--- src/rtl/imem_loader.sv ---
// imem_loader: streams a byte-serial program image into instruction memory.
// Image format: 16-bit little-endian word count, then count*4 payload bytes
// packed little-endian into 32-bit words, then one 8-bit additive checksum
// of the payload bytes. The core is released only after a good checksum.
module imem_loader #(
   parameter logic [31:0] BASE_ADDR = 32'h0000_0000,
   parameter int          MAX_WORDS = 256
) (
   input  logic        clk,
   input  logic        reset,
   input  logic        start,
   input  logic        byte_valid,
   input  logic [7:0]  byte_data,
   output logic        byte_ready,
   output logic        imem_we,
   output logic [31:0] imem_addr,
   output logic [31:0] imem_wdata,
   output logic        core_run,
   output logic        busy,
   output logic        done,
   output logic        error
);

   localparam logic [2:0] S_IDLE = 3'd0;
   localparam logic [2:0] S_HDR0 = 3'd1;
   localparam logic [2:0] S_HDR1 = 3'd2;
   localparam logic [2:0] S_DATA = 3'd3;
   localparam logic [2:0] S_CSUM = 3'd4;
   localparam logic [2:0] S_DONE = 3'd5;
   localparam logic [2:0] S_ERR  = 3'd6;

   localparam logic [16:0] MAX_LIMIT = 17'(MAX_WORDS);

   logic [2:0]  state;
   logic [2:0]  state_next;
   logic [15:0] count;
   logic [15:0] index;
   logic [1:0]  byte_cnt;
   logic [7:0]  csum;
   logic [23:0] word_buf;

   logic        accept;
   logic        start_ok;
   logic        last_byte;
   logic        last_word;
   logic [15:0] hdr_count;

   assign accept    = byte_valid & byte_ready;
   assign start_ok  = start & ((state == S_IDLE) | (state == S_DONE) | (state == S_ERR));
   assign last_byte = (byte_cnt == 2'd3);
   assign last_word = (index == (count - 16'd1));
   assign hdr_count = {byte_data, count[7:0]};

   // Byte acceptance window: only the four states that consume image bytes
   always_comb begin
      byte_ready = 1'b0;
      case (state)
         S_HDR0, S_HDR1, S_DATA, S_CSUM: byte_ready = 1'b1;
         default:                        byte_ready = 1'b0;
      endcase
   end

   // Next-state decode for the load sequence
   always_comb begin
      state_next = state;
      case (state)
         S_IDLE, S_DONE, S_ERR: begin
            if (start) state_next = S_HDR0;
         end
         S_HDR0: begin
            if (accept) state_next = S_HDR1;
         end
         S_HDR1: begin
            if (accept) begin
               if (hdr_count == 16'd0)                 state_next = S_CSUM;
               else if ({1'b0, hdr_count} > MAX_LIMIT) state_next = S_ERR;
               else                                    state_next = S_DATA;
            end
         end
         S_DATA: begin
            if (accept && last_byte && last_word) state_next = S_CSUM;
         end
         S_CSUM: begin
            if (accept) state_next = (byte_data == csum) ? S_DONE : S_ERR;
         end
         default: state_next = S_IDLE;
      endcase
   end

   // State register plus status flags registered from the next state so they line up with it
   always_ff @(posedge clk or negedge reset) begin
      if (!reset) begin
         state    <= S_IDLE;
         busy     <= 1'b0;
         done     <= 1'b0;
         error    <= 1'b0;
         core_run <= 1'b0;
      end else begin
         state    <= state_next;
         busy     <= (state_next == S_HDR0) | (state_next == S_HDR1) |
                     (state_next == S_DATA) | (state_next == S_CSUM);
         done     <= (state_next == S_DONE);
         error    <= (state_next == S_ERR);
         core_run <= (state_next == S_DONE);
      end
   end

   // Header capture, word assembly, checksum accumulation and the write strobe
   always_ff @(posedge clk or negedge reset) begin
      if (!reset) begin
         count      <= 16'd0;
         index      <= 16'd0;
         byte_cnt   <= 2'd0;
         csum       <= 8'd0;
         word_buf   <= 24'd0;
         imem_we    <= 1'b0;
         imem_addr  <= BASE_ADDR;
         imem_wdata <= 32'd0;
      end else begin
         imem_we <= 1'b0;
         if (start_ok) begin
            count    <= 16'd0;
            index    <= 16'd0;
            byte_cnt <= 2'd0;
            csum     <= 8'd0;
            word_buf <= 24'd0;
         end else if (accept) begin
            case (state)
               S_HDR0: count[7:0]  <= byte_data;
               S_HDR1: count[15:8] <= byte_data;
               S_DATA: begin
                  csum     <= csum + byte_data;
                  byte_cnt <= byte_cnt + 2'd1;
                  case (byte_cnt)
                     2'd0: word_buf[7:0]   <= byte_data;
                     2'd1: word_buf[15:8]  <= byte_data;
                     2'd2: word_buf[23:16] <= byte_data;
                     default: begin
                        imem_we    <= 1'b1;
                        imem_wdata <= {byte_data, word_buf};
                        imem_addr  <= BASE_ADDR + {14'd0, index, 2'b00};
                        index      <= index + 16'd1;
                     end
                  endcase
               end
               default: ;
            endcase
         end
      end
   end

endmodule
--- config.mk ---
export PLATFORM = sky130hd
export DESIGN_NAME = imem_loader
export DESIGN_NICKNAME = d
export VERILOG_FILES = /design/src/rtl/imem_loader.sv
export SDC_FILE = /design/constraint.sdc
export NUM_CORES = 1
export LEC_CHECK = 0
export CORE_UTILIZATION = 55
export CTS_CLUSTER_SIZE = 20
export DETAILED_ROUTE_END_ITERATION = 12
export GPL_ROUTABILITY_DRIVEN = 0
export PLACE_DENSITY = 0.8
export SETUP_SLACK_MARGIN = 0.05
export SYNTH_ARGS = -nofsm -noshare
export SYNTH_HDL_FRONTEND = slang
export SYNTH_SLANG_ARGS = --single-unit
--- constraint.sdc ---
create_clock -name clk -period 3.16 [get_ports clk]
set_input_delay 0.948 -clock clk [delete_from_list [all_inputs] [get_ports clk]]
set_output_delay 0.948 -clock clk [all_outputs]
set_load 0.1 [all_outputs]
==> impl_results.md <==
- Outcome: completed
- Slowest CP cell: dfrtp_1
- Commonest cells post-synth: nand2_1 (215), dfrtp_1 (121), a21oi_1 (48), nand3_1 (48), clkbuf_1 (36)
- Area growth from synthesis to layout: 22.5%
- Die Ht: 107 µm
- Ranking of synthesized cells by area: dfrtp_1 (50%), nand2_1 (13%), a21oi_1 (4.0%), nand3_1 (4.0%), xor2_1 (3.2%)
- Grt ovf: 0
- Fin worst setup slack: 0.200 ns
- Max Slew Vio Count: 0
- Detail Route Antenna Nets: 0
- Final Hold Viols: 0
- GRT Max-Usage Layer: met2
- Clk Latency, worst-skew pair: 0.52 ns
- Worst Path Max Fanout: 15
- Count leader, synth: nand2_1
- RSZ-0062 raised after global routing: no
- Mapped Area: 6050 µm²
- CTS tree: done
- GR Layer Usage met2: 0.467
- Top cell type by total area after synthesis: dfrtp_1
- Peak supply drop: 1.02 mV
- Met1 Track Usage GR: 0.358
- Critical Path RT: 2.21 ns
- Max cap viols: 0
- Die X-Extent: 107 µm
- Hold WS: 0.370 ns
- Power after layout: 7.34 mW
- Clock buffer depth: 2
- Worst Tran Pin Value: 0.528 ns
- H-tree Lvls: 4
- LEAKAGE: 3.63 nW
- Diodes inserted: 0
- Die area: 11400 µm²
- 1st-pass router iterations: 6
- Post-synthesis register bit count: 121
- Area share of the largest cell type after synthesis: 0.500
- Critical path type: flip-flop to primary output
- YS warnings: 0
- Share of layout cells above drive strength 1: 0.165
- Placeable core area: 10500 µm²
- GR Util met3: 0.0584
- Final nets: 796
- Crit-path max cell delay: 0.54 ns
- Endpoint type of the worst setup path: primary output
- Synth Instances: 694
- Cell area power density: 990 nW/µm²
- Cell Chain, Critical Path: o21ai_0 > and2_1 > buf_4
- Critical Path AT: 2.01 ns
- Post-synthesis sequential area ratio: 0.500
- First-pass GRT wire length: 24600 µm
- Syn Area/Cell: 8.72 µm²
- Final Instance Area: 7410 µm²
- Num rows: 37
- Residual DRC: 0
- Final Critical Period: 2.96 ns
- Period utilization: 0.937
- FMAX: 338 MHz
- Vias: 5228
- Routed WL: 14900 µm
- # IOs: 82
- Fin util: 0.706
- Port Buf Inserts: 65
- Initial DRC count: 445
- Largest net degree at the start of global routing: 61
- Post-synth ARST share: 1.00
- Reg clk slew, reported paths: 0.06 ns
- # setup viols final: 0
- CP Launch Type: flip-flop
- Initial antenna violation count: 0
- Netlist cell types: 52
- Post-DR wirelength/cell: 16.2 µm
- Number of flops mapped to enable cells by yosys: 0
- Main synth FF type: dfrtp_1
- Max_slew headroom: 0.647
- # Post-CTS Setup Buffers: 0
- Clock Skews: 0.00954 ns
- FILL cells: 773
- Starting density of the core: 0.576
- GRT Util Overall: 0.279
- DP Area: 6800 µm²
- Vias in the first global route: 5054
- CTS Buf Count: 17
- Clk sinks: 121
- Worst Hold Class: input port to asynchronous set/reset pin
- Detailed-route vias per instance: 5.69
- Placement-stage worst setup slack: -0.153 ns
- Clock Root Buffer: clkbuf_8
- Hpwl dp: 10100 µm
==> report_power, final <==
group	internal [mW]	total (mW)	switching, mW
combinational	0.706	3.04	2.34
clock	1.22	1.98	0.759
sequential	2.00	2.32	0.323
total	3.92	7.34	3.42
==> flip-flops by register name, indices dropped and copies added, names as in the netlist <==
signal	cells
imem_addr	16
csum	8
imem_wdata	32
word_buf	24
busy	1
error	1
done	1
state	3
byte_cnt	2
count	16
imem_we	1
index	16
==> stage by stage <==
stage          TNS [ns]  instances
2_1_floorplan         0        709
4_1_cts               0        918
3_5_place_dp     -0.397        886
6_report              0        918
3_3_place_gp     -0.258        886
5_1_grt               0        918
==> final cells by class <==
class                   instances  area, µm²  share of cell area
multi-input cells             521       2780               0.374
inverters                      10       37.5             0.00506
clock inverters                15        191              0.0258
well taps                     136        170              0.0229
clock buffers                  17        414              0.0559
repair buffers                 98        798               0.108
flip-flops and latches        121       3030               0.408
==> critical path, delay by kind of cell (launching register included) <==
kind | cells | cell delay (ns)
buffers and inverters | 1 | 0.30
AOI/OAI and AO/OA | 1 | 0.42
and+or+nand+nor | 1 | 0.23
DFF | 1 | 0.54
==> final timing paths <==
path | start | to | slack [ns] | cells past startpoint
setup reg to reg | count[0] | state[0] | 0.29 | 10
max in group asynchronous | reset | count[5] | 2.01 | 2
setup / recovery | state[1] | byte_ready | 0.20 | 3
hold reg to reg | word_buf[16] | imem_wdata[16] | 0.47 | 2
hold / removal | reset | imem_addr[14] | 0.37 | 1
min in group clk | word_buf[16] | imem_wdata[16] | 0.47 | 2
==> layer usage <==
layer | share of wire | routed length [µm]
met1 | 0.41 | 6160
met3 | 0.068 | 1010
met5 | 0 | 0
met2 | 0.50 | 7400
met4 | 0.019 | 288
==> kinds of logic (layout without fill, tap and decap cells) <==
family | Yosys count | count (layout) | share of synthesized area
xor gates and xnor gates | 38 | 38 | 0.0550
buffers and inverters | 67 | 140 | 0.0523
other | 1 | 16 | 0.000619
muxes | 5 | 5 | 0.00868
and+or+nand+nor | 353 | 353 | 0.260
adders and majority gates | 15 | 15 | 0.0322
AOI/OAI and AO/OA | 94 | 94 | 0.0911
DFF | 121 | 121 | 0.500
==> cells in the final DEF, fill, tap and decap left out, drive strengths merged, types with 13 or more instances in the layout <==
cell and count:
a21oi 48, buf 88, clkbuf 17, conb 16, dfrtp 121, ha 14, inv 13, nand2 215
nand3 48, nor2 32, o21ai 22, xnor2 16, xor2 22
==> repair_timing <==
action | 4_1_cts | 5_1_grt
resized for setup | 0 | 2
hold buffers | 0 | 0
setup endpoints to repair | 0 | 3
Note: power is estimated with default switching activity, not from simulation.
